`config.mk`:
```
export PLATFORM = sky130hd
export DESIGN_NAME = mmio_uart_ctrl
export DESIGN_NICKNAME = d
export VERILOG_FILES = /design/src/rtl/mmio_uart_ctrl_pkg.sv /design/src/rtl/mmio_uart_ctrl_sync_fifo.sv /design/src/rtl/mmio_uart_ctrl.sv
export SDC_FILE = /design/constraint.sdc
export NUM_CORES = 1
export LEC_CHECK = 0
export ABC_AREA = 1
export CAP_MARGIN = 40
export CORE_MARGIN = 2
export CORE_UTILIZATION = 30
export DETAILED_ROUTE_END_ITERATION = 6
export DONT_BUFFER_PORTS = 1
export GPL_TIMING_DRIVEN = 0
export SLEW_MARGIN = 20
export SYNTH_ARGS = -nofsm -noshare
export SYNTH_HDL_FRONTEND = slang
export SYNTH_SLANG_ARGS = --single-unit
```
`constraint.sdc`:
```
create_clock -name clk -period 2.45 [get_ports clk]
set_clock_uncertainty 0.2 [all_clocks]
set_input_delay 0.1225 -clock clk [delete_from_list [all_inputs] [get_ports clk]]
set_output_delay 0.1225 -clock clk [all_outputs]
set_load 0.05 [all_outputs]
```
`src/rtl/mmio_uart_ctrl_pkg.sv`:
```
`default_nettype none
// ============================================================================
//  Module   : mmio_uart_ctrl_pkg
//  Purpose  : Shared definitions for the Riscv151 MMIO UART controller.
//             Holds the register offsets, the status bit positions and the
//             address-region select value.
//  Ports    : none (package)
//  Revision : 1.0 - initial release
// ============================================================================
package mmio_uart_ctrl_pkg;

    // Register offsets from BASE_ADDR
    localparam logic [31:0] MMIO_STATUS = 32'h0000_0000;
    localparam logic [31:0] MMIO_RX     = 32'h0000_0004;
    localparam logic [31:0] MMIO_TX     = 32'h0000_0008;
    localparam logic [31:0] MMIO_CYC    = 32'h0000_0010;
    localparam logic [31:0] MMIO_INST   = 32'h0000_0014;
    localparam logic [31:0] MMIO_CRST   = 32'h0000_0018;

    // Status register bit positions
    localparam int STAT_TX_NFULL   = 0;
    localparam int STAT_RX_NEMPTY  = 1;
    localparam int STAT_TX_OVF     = 2;
    localparam int STAT_RX_OCC_LSB = 8;

    // addr[31:28] value that selects the MMIO region
    localparam logic [3:0] MMIO_REGION = 4'h8;

endpackage : mmio_uart_ctrl_pkg
`default_nettype wire

```
`src/rtl/mmio_uart_ctrl_sync_fifo.sv`:
```
`default_nettype none
// ============================================================================
//  Module   : sync_fifo
//  Purpose  : Single-clock first-word-fall-through FIFO with occupancy count.
//             Push and pop in the same cycle are both honoured; a push into a
//             full FIFO is accepted only when a pop happens in that cycle, and
//             a pop from an empty FIFO is ignored.
//  Ports    : clk, rst_n (sync, active-low)
//             i_push/i_data  - write side
//             i_pop          - read side, o_data shows the head combinationally
//             o_full/o_empty - status, o_count - occupancy (0..DEPTH)
//  Revision : 1.0 - initial release
// ============================================================================
module sync_fifo #(
    parameter int WIDTH = 8,
    parameter int DEPTH = 8
) (
    input  logic                     clk,
    input  logic                     rst_n,
    input  logic                     i_push,
    input  logic [WIDTH-1:0]         i_data,
    input  logic                     i_pop,
    output logic [WIDTH-1:0]         o_data,
    output logic                     o_full,
    output logic                     o_empty,
    output logic [$clog2(DEPTH):0]   o_count
);
    localparam int AW = $clog2(DEPTH);

    logic [WIDTH-1:0] r_mem [DEPTH];
    logic [AW:0]      r_wr_ptr;
    logic [AW:0]      r_rd_ptr;
    logic             w_push_ok;
    logic             w_pop_ok;

    // Extra pointer MSB distinguishes full from empty when the indices match.
    assign o_empty = (r_wr_ptr == r_rd_ptr);
    assign o_full  = (r_wr_ptr[AW] != r_rd_ptr[AW]) &&
                     (r_wr_ptr[AW-1:0] == r_rd_ptr[AW-1:0]);
    assign o_count = r_wr_ptr - r_rd_ptr;
    assign o_data  = r_mem[r_rd_ptr[AW-1:0]];

    assign w_pop_ok  = i_pop && !o_empty;
    assign w_push_ok = i_push && (!o_full || w_pop_ok);

    always_ff @(posedge clk) begin
        if (!rst_n) begin
            r_wr_ptr <= '0;
            r_rd_ptr <= '0;
        end else begin
            if (w_push_ok) r_wr_ptr <= r_wr_ptr + 1'b1;
            if (w_pop_ok)  r_rd_ptr <= r_rd_ptr + 1'b1;
        end
    end

    // Storage carries no reset; emptiness is tracked by the pointers alone.
    always_ff @(posedge clk) begin
        if (w_push_ok) r_mem[r_wr_ptr[AW-1:0]] <= i_data;
    end

endmodule : sync_fifo
`default_nettype wire

```
`src/rtl/mmio_uart_ctrl.sv`:
```
`default_nettype none
// ============================================================================
//  Module   : mmio_uart_ctrl
//  Purpose  : MMIO controller for the Riscv151: RX/TX byte FIFOs toward the
//             UART, cycle and retired-instruction counters, sticky TX overflow.
//             Read data is registered (one-cycle latency like dmem).
//  Ports    : clk, rst_n (sync, active-low)
//             addr/sel/re/we/wdata -> rdata   - core access port
//             inst_retired                    - retired-instruction pulse
//             rx_data/rx_valid/rx_ready       - from uart_receiver
//             tx_data/tx_valid/tx_ready       - to uart_transmitter
//  Revision : 1.0 - initial release
// ============================================================================
module mmio_uart_ctrl
    import mmio_uart_ctrl_pkg::*;
#(
    parameter int          RX_DEPTH  = 8,
    parameter int          TX_DEPTH  = 8,
    parameter int          CNT_WIDTH = 32,
    parameter logic [31:0] BASE_ADDR = 32'h8000_0000
) (
    input  logic        clk,
    input  logic        rst_n,
    input  logic [31:0] addr,
    input  logic        sel,
    input  logic        re,
    input  logic [3:0]  we,
    input  logic [31:0] wdata,
    output logic [31:0] rdata,
    input  logic        inst_retired,
    input  logic [7:0]  rx_data,
    input  logic        rx_valid,
    output logic        rx_ready,
    output logic [7:0]  tx_data,
    output logic        tx_valid,
    input  logic        tx_ready
);
    localparam int RX_AW = $clog2(RX_DEPTH);
    localparam int TX_AW = $clog2(TX_DEPTH);

    logic [31:0]          w_off;
    logic                 w_hit;
    logic                 w_wr;
    logic                 w_rd;
    logic                 w_rd_fx;
    logic                 w_rx_pop;
    logic                 w_rx_push;
    logic [7:0]           w_rx_head;
    logic                 w_rx_full;
    logic                 w_rx_empty;
    logic [RX_AW:0]       w_rx_count;
    logic [31:0]          w_rx_cnt32;
    logic [3:0]           w_rx_occ;
    logic                 w_tx_push;
    logic                 w_tx_pop;
    logic                 w_tx_full;
    logic                 w_tx_empty;
    logic [TX_AW:0]       w_tx_count;
    logic                 w_cnt_clr;
    logic [31:0]          w_status;
    logic [31:0]          w_rdata_nxt;
    logic                 w_unused;
    logic                 r_tx_ovf;
    logic [CNT_WIDTH-1:0] r_cyc;
    logic [CNT_WIDTH-1:0] r_inst;
    logic [31:0]          r_rdata;

    assign w_off = addr - BASE_ADDR;
    assign w_hit = sel && (addr[31:28] == MMIO_REGION);
    assign w_wr  = w_hit && (we != 4'b0000);
    assign w_rd  = w_hit && re;
    // A simultaneous write wins: read side effects (pop, overflow clear)
    // are suppressed, though rdata is still captured.
    assign w_rd_fx = w_rd && !w_wr;

    // ---------------- RX path ----------------
    assign w_rx_pop  = w_rd_fx && (w_off == MMIO_RX) && !w_rx_empty;
    // A pop in this cycle frees a slot, so a full FIFO can still take the
    // receiver's byte; otherwise ready tracks "not full".
    assign rx_ready  = !w_rx_full || w_rx_pop;
    assign w_rx_push = rx_valid && rx_ready;

    sync_fifo #(.WIDTH(8), .DEPTH(RX_DEPTH)) u_rx_fifo (
        .clk     (clk),
        .rst_n   (rst_n),
        .i_push  (w_rx_push),
        .i_data  (rx_data),
        .i_pop   (w_rx_pop),
        .o_data  (w_rx_head),
        .o_full  (w_rx_full),
        .o_empty (w_rx_empty),
        .o_count (w_rx_count)
    );

    assign w_rx_cnt32 = 32'(w_rx_count);
    assign w_rx_occ   = (w_rx_cnt32 > 32'd15) ? 4'hF : w_rx_cnt32[3:0];

    // ---------------- TX path ----------------
    assign w_tx_push = w_wr && (w_off == MMIO_TX) && we[0];
    assign tx_valid  = !w_tx_empty;
    assign w_tx_pop  = tx_valid && tx_ready;

    sync_fifo #(.WIDTH(8), .DEPTH(TX_DEPTH)) u_tx_fifo (
        .clk     (clk),
        .rst_n   (rst_n),
        .i_push  (w_tx_push),
        .i_data  (wdata[7:0]),
        .i_pop   (w_tx_pop),
        .o_data  (tx_data),
        .o_full  (w_tx_full),
        .o_empty (w_tx_empty),
        .o_count (w_tx_count)
    );

    // A write to a full FIFO is dropped unless the transmitter drains a
    // byte in the same cycle.
    always_ff @(posedge clk) begin
        if (!rst_n) begin
            r_tx_ovf <= 1'b0;
        end else if (w_tx_push && w_tx_full && !w_tx_pop) begin
            r_tx_ovf <= 1'b1;
        end else if (w_rd_fx && (w_off == MMIO_STATUS)) begin
            r_tx_ovf <= 1'b0;
        end
    end

    // ---------------- Counters ----------------
    assign w_cnt_clr = w_wr && (w_off == MMIO_CRST);

    always_ff @(posedge clk) begin
        if (!rst_n || w_cnt_clr) begin
            r_cyc  <= '0;
            r_inst <= '0;
        end else begin
            r_cyc <= r_cyc + 1'b1;
            if (inst_retired) r_inst <= r_inst + 1'b1;
        end
    end

    // ---------------- Read data ----------------
    always_comb begin
        w_status                                     = 32'h0;
        w_status[STAT_TX_NFULL]                      = !w_tx_full;
        w_status[STAT_RX_NEMPTY]                     = !w_rx_empty;
        w_status[STAT_TX_OVF]                        = r_tx_ovf;
        w_status[STAT_RX_OCC_LSB+3:STAT_RX_OCC_LSB]  = w_rx_occ;
    end

    always_comb begin
        w_rdata_nxt = 32'h0;
        case (w_off)
            MMIO_STATUS: w_rdata_nxt = w_status;
            MMIO_RX:     w_rdata_nxt = w_rx_empty ? 32'h0 : {24'h0, w_rx_head};
            MMIO_CYC:    w_rdata_nxt = 32'(r_cyc);
            MMIO_INST:   w_rdata_nxt = 32'(r_inst);
            default:     w_rdata_nxt = 32'h0;
        endcase
    end

    always_ff @(posedge clk) begin
        if (!rst_n) begin
            r_rdata <= 32'h0;
        end else if (w_rd) begin
            r_rdata <= w_rdata_nxt;
        end
    end

    assign rdata = r_rdata;

    assign w_unused = ^{wdata[31:8], w_tx_count};

endmodule : mmio_uart_ctrl
`default_nettype wire

```
Word-level counts from Yosys, hierarchy flattened
Memories as Yosys holds them, arrays and structs flattened. A register that Yosys moved wholly into a read port is not among the register bits.
Index checks and enable logic that the tools add are counted.
- bits in registers: 113
- latch bits: 0
- memory bits (writable): 128
- bits in read-only memories: 0
- input port bits: 83
- output and inout bits: 42
- word-level logic and storage cells: 78
- memories kept: 2
- memories (name ; depth ; width ; read ports ; clocked after memory_dff ; wr ports ; line ; source):
    u_rx_fifo.r_mem ; 8 ; 8 ; 1 ; 1 ; 1 ; mmio_uart_ctrl_sync_fifo.sv:30 ; logic [WIDTH-1:0] r_mem [DEPTH];
    u_tx_fifo.r_mem ; 8 ; 8 ; 1 ; 1 ; 1 ; mmio_uart_ctrl_sync_fifo.sv:30 ;
- add/subtract/negate cells: 8
- multipliers: 0
- div/mod/pow operators: 0
- $lt $le $gt $ge: 1
- eq/ne operators: 12
- shift-type cells: 0
- muxes and demuxes: 13
- bitwise logic cells: 0
- reductions and logical operators: 34
- operators with widths (cell ; number):
    $pmux 32 s4 ; 1
    $eq 32x5->1 const B ; 3
    $add 32x1->32 const B ; 2
    $eq 32x3->1 const B ; 1
    $eq 32x4->1 const B ; 1
    $logic_not 32->1 ; 1
    $sub 32x32->32 const B ; 1
    $logic_and 1x1->1 ; 20
    $add 4x1->4 const B ; 4
    $mux 3 ; 4
    $eq 4x4->1 ; 2
    $mux 8 ; 1
    $logic_not 1->1 ; 7
    $eq 3x3->1 ; 2
    $mux 1 ; 6
    $eq 4x4->1 const B ; 1
    $gt 4x4->1 const B ; 1
    $logic_or 1x1->1 ; 4
    $mux 4 ; 1
    $reduce_bool 4->1 ; 1
    $sub 4x4->4 ; 1
    $ne 1x1->1 ; 2
    $reduce_bool 2->1 ; 1

Longest topological paths before layout
Gate-level depths: netlist (run 1).
- word-level depth: 12
- gate-level depth with buffers: 12
- mapped depth without buffers: 12

Modules after synthesis
A second synthesis (run 1) with hierarchy kept.
- cells, all modules: 1383
- area, all modules: 11780.0 um^2
- modules (own cells, without submodules) (module ; times used ; cells each ; area an instance (um^2) ; seq. area each (um^2)):
    sync_fifo ; 2 ; 278 ; 3179.3 ; 2142.1
    mmio_uart_ctrl ; 1 ; 827 ; 5421.4 ; 1941.9

Least setup slack after synthesis (run 1)
No wires, ideal clock.
- path kind: flip-flop to flip-flop
- start: register u_rx_fifo.r_wr_ptr[0]
- end: memory u_rx_fifo.r_mem[7][0] (enable)
- library setup time: 0.370 ns
- arrival time: 1.843 ns
- required time: 1.880 ns
- setup slack: 0.037 ns
- cell stages (with the launch flop): 8
- buffers on the path: 0
- clock period less this slack: 2.413 ns
- cells stage by stage: dfxtp_1 > inv_1 > ha_1 > nand4_1 > nand3_2 > nand2_4 > nand2_1 > nor2_1
- longest elaborated chain between the ends: 8
- elaborated cells on any way between the ends: 13
- classes of those cells: eq/ne: 2; mux: 2; reduce/logical: 9
- ends and longest elaborated chain (what ; line ; source):
    start, declared ; mmio_uart_ctrl_sync_fifo.sv:31 ; logic [AW:0] r_wr_ptr;
    start signal, assigned ; mmio_uart_ctrl_sync_fifo.sv:51 ; if (w_push_ok) r_wr_ptr <= r_wr_ptr + 1'b1;
    $eq 4x4->1 or $eq 3x3->1 (tied branches) ; mmio_uart_ctrl_sync_fifo.sv:37, mmio_uart_ctrl_sync_fifo.sv:39 ;
    $logic_not 1->1 or $logic_and 1x1->1 (tied branches) ; mmio_uart_ctrl.sv:77, mmio_uart_ctrl_sync_fifo.sv:38 ;
    $logic_and 1x1->1 or $logic_not 1->1 (tied branches) ; mmio_uart_ctrl.sv:77, mmio_uart_ctrl.sv:80 ;
    $logic_or 1x1->1 * ; mmio_uart_ctrl.sv:80 ; assign rx_ready = !w_rx_full || w_rx_pop;
    net rx_ready ; mmio_uart_ctrl.sv:33 ; output logic rx_ready,
    $logic_and 1x1->1 * ; mmio_uart_ctrl.sv:81 ; assign w_rx_push = rx_valid && rx_ready;
    $logic_and 1x1->1 * ; mmio_uart_ctrl_sync_fifo.sv:44 ; assign w_push_ok = i_push && (!o_full || w_pop_ok);
    $mux 1 * ; mmio_uart_ctrl_sync_fifo.sv:58 ; if (w_push_ok) r_mem[r_wr_ptr[AW-1:0]] <= i_data;
    $mux 1 (implied by the code) * ; mmio_uart_ctrl_sync_fifo.sv:58 ;
    end, declared ; mmio_uart_ctrl_sync_fifo.sv:30 ;
The timed path passes the listed nets; every way through them passes the cells marked *.

Worst setup path in the final report (run 1)
- start: register u_tx_fifo.r_wr_ptr[2]
- end: memory u_tx_fifo.r_mem[0][5] (enable)
- longest elaborated chain between the ends: 8
- elaborated cells on any way between the ends: 11
- classes of those cells: eq/ne: 2; mux: 2; reduce/logical: 7
- ends and longest elaborated chain (what ; line ; source):
    start, declared ; mmio_uart_ctrl_sync_fifo.sv:31 ;
    start signal, assigned ; mmio_uart_ctrl_sync_fifo.sv:51 ;
    $eq 4x4->1 ; mmio_uart_ctrl_sync_fifo.sv:37 ; assign o_empty = (r_wr_ptr == r_rd_ptr);
    $logic_not 1->1 ; mmio_uart_ctrl_sync_fifo.sv:43, mmio_uart_ctrl.sv:100 ;
    $logic_and 1x1->1 ; mmio_uart_ctrl.sv:101 ; assign w_tx_pop = tx_valid && tx_ready;
    $logic_and 1x1->1 ; mmio_uart_ctrl_sync_fifo.sv:43 ; assign w_pop_ok = i_pop && !o_empty;
    $logic_or 1x1->1 ; mmio_uart_ctrl_sync_fifo.sv:44 ;
    $logic_and 1x1->1 ; mmio_uart_ctrl_sync_fifo.sv:44 ;
    $mux 1 ; mmio_uart_ctrl_sync_fifo.sv:58 ;
    $mux 1 (implied by the code) ; mmio_uart_ctrl_sync_fifo.sv:58 ;
    end, declared ; mmio_uart_ctrl_sync_fifo.sv:30 ;
Several ways; a longest one is shown, not always the timed one.

==> results of run 1 <==
## state kept, by name (all words and copies together), names as in the netlist, named ones only
register,count
u_tx_fifo.r_rd_ptr,4
rdata,32
r_inst,32
u_tx_fifo.r_mem,64
u_rx_fifo.r_rd_ptr,4
r_tx_ovf,1
r_cyc,32
u_tx_fifo.r_wr_ptr,4
u_rx_fifo.r_wr_ptr,4
u_rx_fifo.r_mem,64
## layout make-up
type                    instances  area, um2  share of cell area (%)
clock buffers                  33        698                    5.05
inverters                     117        445                    3.22
flip-flops and latches        247       6230                    45.1
diodes                          3       7.51                  0.0543
multi-input cells             933       4810                    34.8
plain buffers                  41        220                    1.59
repair buffers                 58        567                    4.10
well taps                     511        639                    4.63
clock inverters                16        195                    1.41
## metal layers
layer	global-route usage, %	vias to the layer above	wire (um)
met3	3.12	64	2040
li1	-	4634	-
met4	7.44	0	1210
met5	0	-	0
met2	27.2	282	15000
met1	19.5	4326	13300
## worst max-delay path, cell delays in order (launching register included)
cell and delay (ns):
sky130_fd_sc_hd__dfxtp_1 0.30, sky130_fd_sc_hd__buf_2 0.26, sky130_fd_sc_hd__xor2_2 0.20, sky130_fd_sc_hd__nor3_2 0.08
sky130_fd_sc_hd__nand2_1 0.10, sky130_fd_sc_hd__and2_1 0.20, sky130_fd_sc_hd__nand2_1 0.19, sky130_fd_sc_hd__nor3_2 0.34
sky130_fd_sc_hd__buf_2 0.23
## synthesized netlist by cell type (2+ instances only)
cell type | number | area (um2)
sky130_fd_sc_hd__nor3_1 | 41 | 205
sky130_fd_sc_hd__buf_2 | 13 | 65.1
sky130_fd_sc_hd__inv_2 | 4 | 15.0
sky130_fd_sc_hd__ha_1 | 9 | 113
sky130_fd_sc_hd__dfxtp_1 | 119 | 2380
sky130_fd_sc_hd__xnor2_1 | 8 | 70.1
sky130_fd_sc_hd__nor3_2 | 3 | 30.0
sky130_fd_sc_hd__a211oi_1 | 2 | 15.0
sky130_fd_sc_hd__or2_0 | 2 | 12.5
sky130_fd_sc_hd__nand3_2 | 4 | 40.0
sky130_fd_sc_hd__o21ai_1 | 13 | 65.1
sky130_fd_sc_hd__o22ai_1 | 20 | 125
sky130_fd_sc_hd__nor2_8 | 3 | 60.1
sky130_fd_sc_hd__edfxtp_1 | 128 | 3840
sky130_fd_sc_hd__nor2_1 | 253 | 950
sky130_fd_sc_hd__buf_6 | 2 | 22.5
sky130_fd_sc_hd__nand2_4 | 3 | 33.8
sky130_fd_sc_hd__a21oi_1 | 67 | 335
sky130_fd_sc_hd__xor2_1 | 32 | 280
sky130_fd_sc_hd__nor4_1 | 2 | 12.5
sky130_fd_sc_hd__nand4_1 | 18 | 113
sky130_fd_sc_hd__a31oi_1 | 8 | 50.1
sky130_fd_sc_hd__nand2_1 | 236 | 886
sky130_fd_sc_hd__nor3b_1 | 6 | 45.0
sky130_fd_sc_hd__o21ai_0 | 92 | 460
sky130_fd_sc_hd__nor2_2 | 25 | 156
sky130_fd_sc_hd__clkbuf_1 | 26 | 97.6
sky130_fd_sc_hd__nand2_2 | 6 | 37.5
sky130_fd_sc_hd__nand3_1 | 70 | 350
sky130_fd_sc_hd__or2_2 | 2 | 12.5
sky130_fd_sc_hd__inv_1 | 111 | 417
sky130_fd_sc_hd__nor2_4 | 3 | 33.8
## through the flow
stage	setup TNS (ns)	hold slack [ns]	power, uW
final	0	-0.0185	9130
after global routing	-0.573	0.0241	9420
after CTS	-0.986	-0.434	9190
after detailed placement	-22.62	0.0217	4940
after global placement	-40.19	0.0217	4920
after floorplan	0	0.0214	4810
## power breakdown
part	total, uW	switching (uW)	internal (uW)
clock	4140	1690	2460
combinational	560	385	175
sequential	4430	40.5	4390
total	9130	2110	7020
## repair_timing
action	CTS	global route
pin swaps	2	11
gates resized for setup	42	26
buffers inserted	2	4
endpoints found under the hold margin	298	12
endpoints found under the setup margin	100	129
hold buffers	38	3
## final timing paths
kind | startpoint | end | slack (ns) | depth (start not counted)
min reg2reg | r_cyc[0] | r_cyc[0] | 0.27 | 1
max reg2reg | u_tx_fifo.r_wr_ptr[2] | u_tx_fifo.r_mem[0][5] | 0.06 | 8
max | u_tx_fifo.r_wr_ptr[2] | u_tx_fifo.r_mem[0][5] | 0.06 | 8
min | addr[13] | u_rx_fifo.r_rd_ptr[0] | -0.02 | 8
## placed cells by master, fill, tap and decap left out, types with 4 or more instances in the layout
cell type	synthesis	final
sky130_fd_sc_hd__a21oi_1	67	66
sky130_fd_sc_hd__clkbuf_4	0	5
sky130_fd_sc_hd__nor2_4	3	9
sky130_fd_sc_hd__nor3b_1	6	6
sky130_fd_sc_hd__nor2_2	25	29
sky130_fd_sc_hd__clkinv_2	1	8
sky130_fd_sc_hd__ha_1	9	8
sky130_fd_sc_hd__nor3_1	41	34
sky130_fd_sc_hd__o22ai_1	20	20
sky130_fd_sc_hd__edfxtp_1	128	128
sky130_fd_sc_hd__buf_4	0	10
sky130_fd_sc_hd__bufinv_16	0	4
sky130_fd_sc_hd__inv_2	4	6
sky130_fd_sc_hd__inv_1	111	109
sky130_fd_sc_hd__xnor2_1	8	8
sky130_fd_sc_hd__dlygate4sd3_1	0	39
sky130_fd_sc_hd__dfxtp_1	119	114
sky130_fd_sc_hd__dfxtp_2	0	4
sky130_fd_sc_hd__nor3_2	3	7
sky130_fd_sc_hd__nand4_1	18	18
sky130_fd_sc_hd__a31oi_4	0	6
sky130_fd_sc_hd__nand3_1	70	69
sky130_fd_sc_hd__nor2_1	253	243
sky130_fd_sc_hd__xor2_1	32	31
sky130_fd_sc_hd__clkbuf_16	0	27
sky130_fd_sc_hd__o21ai_0	92	92
sky130_fd_sc_hd__buf_2	13	17
sky130_fd_sc_hd__clkbuf_1	26	23
sky130_fd_sc_hd__o21ai_1	13	13
sky130_fd_sc_hd__nand2_2	6	6
sky130_fd_sc_hd__nand2_1	236	236
## kinds of logic after synthesis
logic type,share of synthesized area (%)
flip-flops,54.5
XOR/XNOR,3.21
AND/OR/NAND/NOR,26.4
buffers and inverters,5.52
AO/OA/AOI/OAI,9.21
adder cells (fa/ha/maj),1.16
==> impl.org, run 1 <==
** Detailed routing
- The first routing iteration left 606 violations.
- Routed wire per std cell :: 16.1 um
- Summing over every cut layer, the via total after detailed routing is 9306.
- In the routed design, unresolved DRC markers number 0.
- Summed over all layers, the routed wires come to 31600 um.
- Iteration count of the initial detailed-routing pass :: 5
- In the routed layout, each cell is associated on average with a via count of 4.75.
- ANT nets after route :: 0

** Finish
- The area growth from synthesis to layout is 21.0%.
- Core occupancy in the finished layout :: 36.8%
- Layout fillers :: 3739
- NumNets Final :: 1518
- For this run, the number of standard cells in the final layout without fillers is 1959.
- Fraction of final layout cells sized beyond drive strength 1 :: 12.0%
- Area of all placed cells without fillers :: 0.0138 mm2

** Die
- Core Region :: 0.0376 mm2
- From bottom edge to top edge, the die measures 199 um.
- Starting density of the core :: 30.4%
- Number of placement rows :: 71
- 125 I/O pins were placed.
- The die covers 0.0396 mm2.
- From left edge to right edge, the die measures 199 um.

** Synthesis
- The cell area that synthesis handed to floorplanning was 0.0114 mm2.
- Total number of yosys warnings :: 0
- Synthesis produced a netlist whose cell count is 1338.
- Avg Inst Size Synth :: 8.53 um2
- The number of nets in the synthesized netlist is 1431.
- For this run, asynchronously set or reset flops after synthesis account for 0%.
- In the synthesized netlist the dominant register cell turns out to be sky130_fd_sc_hd__edfxtp_1.
- Count of state elements after synthesis :: 247
- Part of the Yosys area used for sequential elements :: 54.5%
- Number of distinct standard cells referenced by the synthesized netlist :: 39
- The synthesized design contains 128 enable-type register cells.

** Power and ir drop
- In this run the static leakage power is 0.00479 uW.
- Worst voltage drop across the vdd grid :: 0.453 mV
- For this design the ratio of total power to cell area is 661 mW/mm2.

** STA
- On the final layout, the worst hold slack is -0.0185 ns.
- Worst slew margin relative to its limit :: 55.3%
- Final number of setup-violating endpoints :: 0
- PnR worst setup slack :: 0.0568 ns
- The count of final hold-check violations is 3.
- Fin crit period :: 2.39 ns
- For this run, the top clock speed supported by timing is 0.418 GHz.
- Slew @ Worst Pin :: 0.670 ns
- The number of slew-limit violations in the final report came to 0.
- Setup repair after global routing missed its margin :: true
- Final cycle utilization of the critical path :: 97.7%

** CTS
- In this run the number of H-tree levels came out at 1.
- Cts bufs inserted :: 27
- Clock-pin slew was measured on the worst setup and hold paths at 0.07 ns.
- Clock buffer depth :: 3
- Clock latency on the worst-skew pair :: 0.57 ns
- Master cell of the clock root buffer :: sky130_fd_sc_hd__clkbuf_16
- TritonCTS built the clock tree.
- The clock net in this run drives a total of 247 sinks.

** Setup path
- Endpoint kind of the worst setup timing path :: flip-flop
- Data on the critical path is required at its endpoint by 2.52 ns.
- Of all nets on the critical path, the largest fanout is 9.
- STA classifies the critical path startpoint as a flip-flop.
- The critical path is of the reg -> reg type.
- Data arrives at the worst endpoint at 2.46 ns.

** GRT
- The via count of the first global-routing pass was 9030.
- Total GRT Usage :: 16.0%
- Pin count of the biggest net entering global routing :: 15
- GR Overflow Total :: 0
- First-pass GRT wire length :: 49300 um
- The initial antenna violation count is 3.

** Placement
- Post-Place Setup Slack :: -0.532 ns
- The congestion estimate from routability-driven global placement came to 0.890.
- Once detailed placement completed, the half-perimeter wirelength came to 22700 um.
- Number of cells in the design after placement :: 1860
- Post-DP Area :: 0.0122 mm2
- The count of buffers added on input and output ports is 0.

** Run status
- Failing checks :: hold timing
- The run finished, with violations left.

** Run
- Max cap viols :: 0

** Worst hold path
- The path class of the tightest hold or removal check is in -> reg.
Power figures use the tool's default switching activity.
==> run 2, diff against run 1 <==
CTS_BUF_LIST = sky130_fd_sc_hd__clkbuf_4 sky130_fd_sc_hd__clkbuf_8   (was not set)
==> impl.org, run 2 (synthesis gave the netlist of run 1 again) <==
** Finish
- The most frequent standard cell in the layout excluding fill and tap cells is sky130_fd_sc_hd__nor2_1 (unchanged).
- The final core utilization is 37.3% (was 36.8%).
- Fraction of final layout cells sized beyond drive strength 1 :: 14.1% (was 12.0%)
- Commonest cells after routing, fill and taps aside: sky130_fd_sc_hd__nor2_1, sky130_fd_sc_hd__nand2_1, sky130_fd_sc_hd__edfxtp_1, sky130_fd_sc_hd__dfxtp_1, sky130_fd_sc_hd__inv_1 (unchanged).
- The area added between synthesis and finish was 22.9% (was 21.0%).
- NumNets Final :: 1546 (was 1518)

** Setup path
- First element of the critical path :: u_rx_fifo.r_wr_ptr[1] (was u_tx_fifo.r_wr_ptr[2])
- The worst setup path endpoint is u_rx_fifo.r_mem[6][7] (was u_tx_fifo.r_mem[0][5]).
- The maximum net fanout on the critical path was 8 (was 9).
- The sort of element at the end of the critical path was a flip-flop (unchanged).
- The register-to-register path setup slack was 0.08 ns (was 0.06 ns).
- The type of origin of the critical path is a flip-flop (unchanged).
- Setup CP Type :: reg -> reg (unchanged)
- The origin of the critical flop-to-flop path is u_rx_fifo.r_wr_ptr[1] (was u_tx_fifo.r_wr_ptr[2]).
- Number of cells on the worst reg-to-reg path :: 7 (was 8)
- The worst path required time came to 2.56 ns (was 2.52 ns).
- The endpoint of the lowest-slack register-to-register path was u_rx_fifo.r_mem[6][7] (was u_tx_fifo.r_mem[0][5]).
- Data arrival time of the critical path :: 2.48 ns (was 2.46 ns)

** STA
- The minimum setup slack in the final design is 0.0768 ns (was 0.0568 ns).
- The period utilization came to 96.9% (was 97.7%).
- Slew @ Worst Pin :: 0.677 ns (was 0.670 ns)
- Max Clock Freq :: 0.421 GHz (was 0.418 GHz)
- Number of hold violations in the final report :: 3 (unchanged)
- Fin crit period :: 2.37 ns (was 2.39 ns)
- The worst hold slack after final layout is -0.0474 ns (was -0.0185 ns).
- Number of slew-limit violations in the final report :: 0 (unchanged)
- Worst slew margin relative to its limit :: 54.8% (was 55.3%)
- Setup repair after global routing missed its margin: true (unchanged).
- The number of failing setup endpoints in the final timing report was 0 (unchanged).
- The final sum of negative setup slack was 0 ns (unchanged).

** Power and ir drop
- The peak supply drop came to 0.296 mV (was 0.453 mV).
- Power density relative to cell area :: 660 mW/mm2 (was 661 mW/mm2)
- The clock network fraction of total power is 46.0% (was 45.4%).
- The fraction of power spent switching nets came to 24.4% (was 23.1%).
- Internal power of the cells :: 6990 uW (was 7020 uW)
- The relative contribution of sequential cells to total power came to 47.9% (was 48.5%).
- The total net switching power is 2260 uW (was 2110 uW).
- The combinational group share of total power is 6.1% (about the same).
- The standby leakage power is 0.00489 uW (was 0.00479 uW).

** GRT
- The initial antenna violation count was 6 (was 3).
- Total GRT Usage :: 16.2% (was 16.0%)
- The via count of the first global-routing pass was 9229 (was 9030).
- First-pass GRT wire length :: 49700 um (was 49300 um)
- GR Overflow Total :: 0 (unchanged)
- Pin count of the biggest net entering global routing :: 14 (was 15)

** Detailed routing
- The number of remaining DRC errors is 0 (unchanged).
- Total Routed Length :: 32100 um (was 31600 um)
- The via count normalized by instance count was 4.72 (was 4.75).
- The average routed wire per standard cell is 16.0 um (was 16.1 um).
- ANT nets after route :: 0 (unchanged)
- Iteration count of the initial detailed-routing pass :: 5 (unchanged)
- The detailed-route via count is 9457 (was 9306).
- Iteration-0 DRC Markers :: 603 (was 606)

** CTS
- The TritonCTS clock tree is done (unchanged).
- The CTS H-tree depth was 2 (was 1).
- Number of clock sinks :: 247 (unchanged)
- The clock edge transition at the registers on the reported setup and hold paths came to 0.07 ns (about the same).
- Master cell of the clock root buffer :: sky130_fd_sc_hd__clkbuf_8 (was sky130_fd_sc_hd__clkbuf_16)
- Clock latency on the worst-skew pair :: 0.60 ns (was 0.57 ns)
- The number of clock buffers inserted by TritonCTS is 43 (was 27).
- The number of buffers on the longest clock path is 3 (unchanged).

** Run status
- Outcome :: finished with violations (unchanged)
- Failing checks :: hold timing (unchanged)

** Placement
- Final weighted congestion of routability-driven global placement :: 0.890 (unchanged)
- The quantity of I/O buffers inserted on ports came to 0 (unchanged).
- Post-Place Setup Slack :: -0.532 ns (unchanged)
- The detailed-placement wirelength estimate is 22700 um (unchanged).

** Die
- The number of placed I/O pins was 125 (unchanged).
- The height of the chip is 199 um (unchanged).
- The area of the core was 0.0376 mm2 (unchanged).
- The number of cell rows was 71 (unchanged).
- The full die area is 0.0396 mm2 (unchanged).
- Starting density of the core :: 30.4% (unchanged)
- Die span in x :: 199 um (unchanged)

** Worst hold path
- The kind of path behind the tightest hold check is in -> reg (unchanged).
- The worst min-delay path startpoint was addr[6] (was addr[13]).

** Run
- The number of max-capacitance violations reported came to 0 (unchanged).
[run 2: cell types whose count changed in the layout (fill, tap and decap cells not counted), sizes merged]
cell         previous run  this run
buf                    33        37
clkbuf                 59        83
clkinv                 12        17
clkinvlp                0         1
diode                   3         6
dlygate4sd3            39        46
inv                   117       119
[run 2: layer usage]
metal  GRT usage (%)  wire (um)
met1            19.5      13700
met2            27.2      15100
met3            3.75       2030
met4            7.63       1300
met5               0          0
[run 2: layout make-up]
class | count | area, um2
Tap cell | 511 | 639
Inverter | 117 | 448
Sequential cell | 247 | 6230
Antenna cell | 6 | 15.0
Timing Repair Buffer | 70 | 674
Fill cell | 3753 | 23600
Clock inverter | 24 | 243
Clock buffer | 56 | 733
Multi-Input combinational cell | 933 | 4820
Buffer | 41 | 225
[run 2: metrics by stage]
stage               total power [uW]  cells  area, um2  hold WS, ns
detailed placement              4940   1860      12200       0.0217
global placement                4920   1849      12100       0.0217
finish                          9250   2005      14000      -0.0474
floorplan                       4810   1338      11400       0.0214
CTS                             9310   1990      13800       -0.442
global route                    9590   2005      14000       0.0321
[run 2: worst max-delay path, cell delays in order, from the launching register on]
cell,delay (ns)
sky130_fd_sc_hd__dfxtp_1,0.51
sky130_fd_sc_hd__ha_1,0.33
sky130_fd_sc_hd__nand4_1,0.19
sky130_fd_sc_hd__nand3_4,0.14
sky130_fd_sc_hd__nand2_8,0.17
sky130_fd_sc_hd__nand3_4,0.18
sky130_fd_sc_hd__nor3_4,0.20
sky130_fd_sc_hd__buf_12,0.16
[run 2: power by group through the flow]
stage,sequential [uW],clock (uW),combinational (uW)
detailed placement,4510,0,430
finish,4430,4250,569
floorplan,4500,0,311
CTS,4430,4340,551
global route,4430,4540,620
global placement,4510,0,406
[run 2: how the worst min path moves through the flow]
| stage | endpoint | slack [ns] | cells past startpoint |
|---|---|---|---|
| floorplan | u_rx_fifo.r_mem[0][0] | 0.02 | 0 |
| detailed placement | u_rx_fifo.r_mem[3][1] | 0.02 | 0 |
| CTS | u_tx_fifo.r_rd_ptr[3] | -0.44 | 3 |
| global route | rdata[1] | 0.03 | 9 |
| global placement | u_rx_fifo.r_mem[0][3] | 0.02 | 0 |
| finish | rdata[1] | -0.05 | 9 |
[run 2: timing repair]
action	in CTS	in global routing
endpoints found under the hold margin	305	8
setup endpoints to repair	101	121
setup buffers	2	8
hold buffers	48	1
gates resized for setup	42	29
pin swaps	2	13
==> run 3, diff against run 2 <==
SYNTH_HIERARCHICAL = 1   (was not set)
==> impl.org, run 3 <==
** Run status
- Outcome: finished with violations (unchanged).
- Failing checks: hold timing (unchanged).

** GRT
- The global routing usage summed across all routing layers was 15.5% (was 16.2%).
- Pin count of the biggest net entering global routing :: 13 (was 14)
- GRT met1 Usage :: 19.9% (was 19.5%)
- Antenna violations before repair :: 0 (was 6)
- The via count of the first global-routing pass was 9398 (was 9229).
- Met2 Track Usage GR :: 26.1% (was 27.2%)
- Top Usage Layer GRT :: met2 (unchanged)
- The first-pass GRT wire length was 50100 um (was 49700 um).
- GR Overflow Total :: 0 (unchanged)
- Met3 track utilization from global routing :: 3.32% (was 3.75%)

** Setup path
- Endpoint kind of the worst setup timing path :: output port (was flip-flop)
- Crit-path max FO :: 2 (was 8)
- Critical path startpoint category :: flip-flop (unchanged)
- Setup CP Type :: reg -> out (was reg -> reg)
- The worst path required time came to 2.13 ns (was 2.56 ns).
- The arrival time at the worst endpoint was 2.08 ns (was 2.48 ns).

** Finish
- Commonest cells after routing, fill and taps aside :: sky130_fd_sc_hd__nand2_1, sky130_fd_sc_hd__nor2_1, sky130_fd_sc_hd__edfxtp_1, sky130_fd_sc_hd__inv_1, sky130_fd_sc_hd__dfxtp_1 (was sky130_fd_sc_hd__nor2_1, sky130_fd_sc_hd__nand2_1, sky130_fd_sc_hd__edfxtp_1, sky130_fd_sc_hd__dfxtp_1, sky130_fd_sc_hd__inv_1)
- The final standard cell count with taps included and fillers excluded came to 2038 (was 2005).
- The area added between synthesis and finish came to 22.1% (was 22.9%).
- The total number of nets in the final design is 1582 (was 1546).
- The number of filler cells placed in the layout came to 3883 (was 3753).
- The post-layout instance area is 0.0143 mm2 (was 0.0140 mm2).
- The most frequent standard cell in the layout excluding fill and tap cells is sky130_fd_sc_hd__nand2_1 (was sky130_fd_sc_hd__nor2_1).
- ANT cells :: 0 (was 6)
- The share of cells above drive strength 1 is 18.2% (was 14.1%).

** CTS
- Clock latency on the worst-skew pair :: 0.56 ns (was 0.60 ns)
- The number of clock buffers inserted by TritonCTS was 43 (unchanged).
- Master cell of the clock root buffer :: sky130_fd_sc_hd__clkbuf_8 (unchanged)
- The number of buffers on the longest clock path came to 3 (unchanged).
- The CTS H-tree depth came to 2 (unchanged).
- The clock edge transition at the registers on the reported setup and hold paths is 0.06 ns (was 0.07 ns).
- The clock net sink count was 247 (unchanged).
- Clock tree from TritonCTS :: done (unchanged)

** Die
- The starting density of the core was 30.3% (was 30.4%).
- The height of the chip was 202 um (was 199 um).
- Number of placed I/O pins :: 125 (unchanged)
- The number of cell rows was 72 (was 71).
- The full die area was 0.0407 mm2 (was 0.0396 mm2).
- The die width came to 202 um (was 199 um).
- The area of the core came to 0.0386 mm2 (was 0.0376 mm2).

** Power and ir drop
- Worst voltage drop across the vdd grid :: 0.454 mV (was 0.296 mV)
- The relative contribution of sequential cells to total power came to 49.5% (was 47.9%).
- Total net switching power :: 1940 uW (was 2260 uW)
- Post-route total power :: 8880 uW (was 9250 uW)
- The clock network fraction of total power came to 46.6% (was 46.0%).
- Leakage power :: 0.00525 uW (was 0.00489 uW)
- The combinational group share of total power came to 3.9% (was 6.1%).
- The cell-internal power came to 6950 uW (was 6990 uW).
- Power density relative to cell area :: 620 mW/mm2 (was 660 mW/mm2)
- Sw Ratio :: 21.8% (was 24.4%)

** STA
- The worst hold slack after final layout is -0.0276 ns (was -0.0474 ns).
- Final number of setup-violating endpoints :: 0 (unchanged)
- Slew @ Worst Pin :: 0.711 ns (was 0.677 ns)
- The minimum setup slack in the final design came to 0.0449 ns (was 0.0768 ns).
- The normalized max-slew margin was 52.6% (was 54.8%).
- Fin crit period :: 2.41 ns (was 2.37 ns)
- The maximum clock rate was 0.416 GHz (was 0.421 GHz).
- The number of slew-limit violations in the final report came to 0 (unchanged).
- The period utilization is 98.2% (was 96.9%).
- Setup repair after global routing missed its margin: true (unchanged).
- The count of final hold-check violations came to 2 (was 3).
- Fin Setup TNS :: 0 ns (unchanged)

** Detailed routing
- Iteration-0 DRC Markers :: 605 (was 603)
- The wire length reported by the detailed router is 32100 um (about the same).
- Via/cell ratio :: 4.74 (was 4.72)
- Iteration count of the initial detailed-routing pass :: 5 (unchanged)
- ANT nets after route :: 0 (unchanged)
- Via count :: 9651 (was 9457)
- Routed wire per std cell :: 15.7 um (was 16.0 um)
- The number of remaining DRC errors was 0 (unchanged).

** Synthesis
- Cell area after synthesis :: 0.0117 mm2 (was 0.0114 mm2)
- Post-Syn Nets :: 1473 (was 1431)
- The post-synthesis average cell area was 8.52 um2 (was 8.53 um2).
- The number of cells produced by synthesis was 1377 (was 1338).
- Total number of yosys warnings :: 6 (was 0)

** Placement
- The detailed-placement wirelength estimate is 22600 um (was 22700 um).
- The placed cell count came to 1895 (was 1860).
- Post-Place Setup Slack :: -0.497 ns (was -0.532 ns)
- Post-DP Area :: 0.0126 mm2 (was 0.0122 mm2)
- The quantity of I/O buffers inserted on ports is 0 (unchanged).
- Final weighted congestion of routability-driven global placement :: 0.906 (was 0.890)

** Worst hold path
- The kind of path behind the tightest hold check is in -> reg (unchanged).

** Run
- The number of max-capacitance violations reported was 0 (unchanged).
==> run 3: power groups by stage <==
stage	registers (uW)	logic [uW]	clock network (uW)
CTS	4400	340	4230
global route	4400	386	4410
detailed placement	4490	235	0
global placement	4490	231	0
finish	4400	350	4130
floorplan	4490	179	0
==> run 3: path summary, 6_finish.rpt <==
| path | startpoint | end | slack (ns) | cells after the start |
|---|---|---|---|---|
| hold / removal | sel | rdata[1] | -0.03 | 4 |
| setup / recovery | u_rx_fifo/r_rd_ptr[1] | rx_ready | 0.04 | 7 |
| hold reg to reg | r_cyc[31] | r_cyc[31] | 0.26 | 2 |
| setup reg to reg | u_rx_fifo/r_rd_ptr[0] | u_rx_fifo/r_mem[0][6] | 0.07 | 12 |
==> run 3: stage by stage <==
| stage | hold slack [ns] | utilization, % |
|---|---|---|
| 2_1_floorplan | 0.0214 | - |
| 3_3_place_gp | 0.0217 | 32.5 |
| 3_5_place_dp | 0.0218 | 32.5 |
| 4_1_cts | -0.333 | 36.8 |
| 5_1_grt | 0.00166 | 37.0 |
| 6_report | -0.0276 | 37.0 |
==> run 3: layer usage <==
| metal | up-vias | wire length (um) |
|---|---|---|
| met3 | 55 | 2010 |
| met4 | 0 | 781 |
| met5 | - | 0 |
| li1 | 4801 | - |
| met1 | 4484 | 14200 |
| met2 | 311 | 15100 |
==> run 3: cell type report <==
type / count / area, um2 / area share, %
multi-input cells: 938 / 4920 / 34.4
clock inverters: 13 / 146 / 1.02
plain buffers: 46 / 302 / 2.11
flip-flops and latches: 247 / 6250 / 43.7
repair buffers: 66 / 674 / 4.71
well taps: 518 / 648 / 4.53
clock buffers: 66 / 808 / 5.65
inverters: 144 / 564 / 3.94
==> run 3: timing repair <==
action | CTS | global route
buffers inserted | 23 | 9
resized for setup | 33 | 18
endpoints found under the setup margin | 131 | 146
hold endpoints to repair | 303 | 44
pin swaps | 18 | 11
hold buffers | 33 | 1
==> run 3: critical path, cell delays in order (launching register included) <==
cell	delay, ns
sky130_fd_sc_hd__dfxtp_4	0.35
sky130_fd_sc_hd__inv_2	0.04
sky130_fd_sc_hd__ha_4	0.26
sky130_fd_sc_hd__nand2_4	0.07
sky130_fd_sc_hd__buf_4	0.13
sky130_fd_sc_hd__buf_4	0.13
sky130_fd_sc_hd__nor3_2	0.28
sky130_fd_sc_hd__nand2_2	0.26
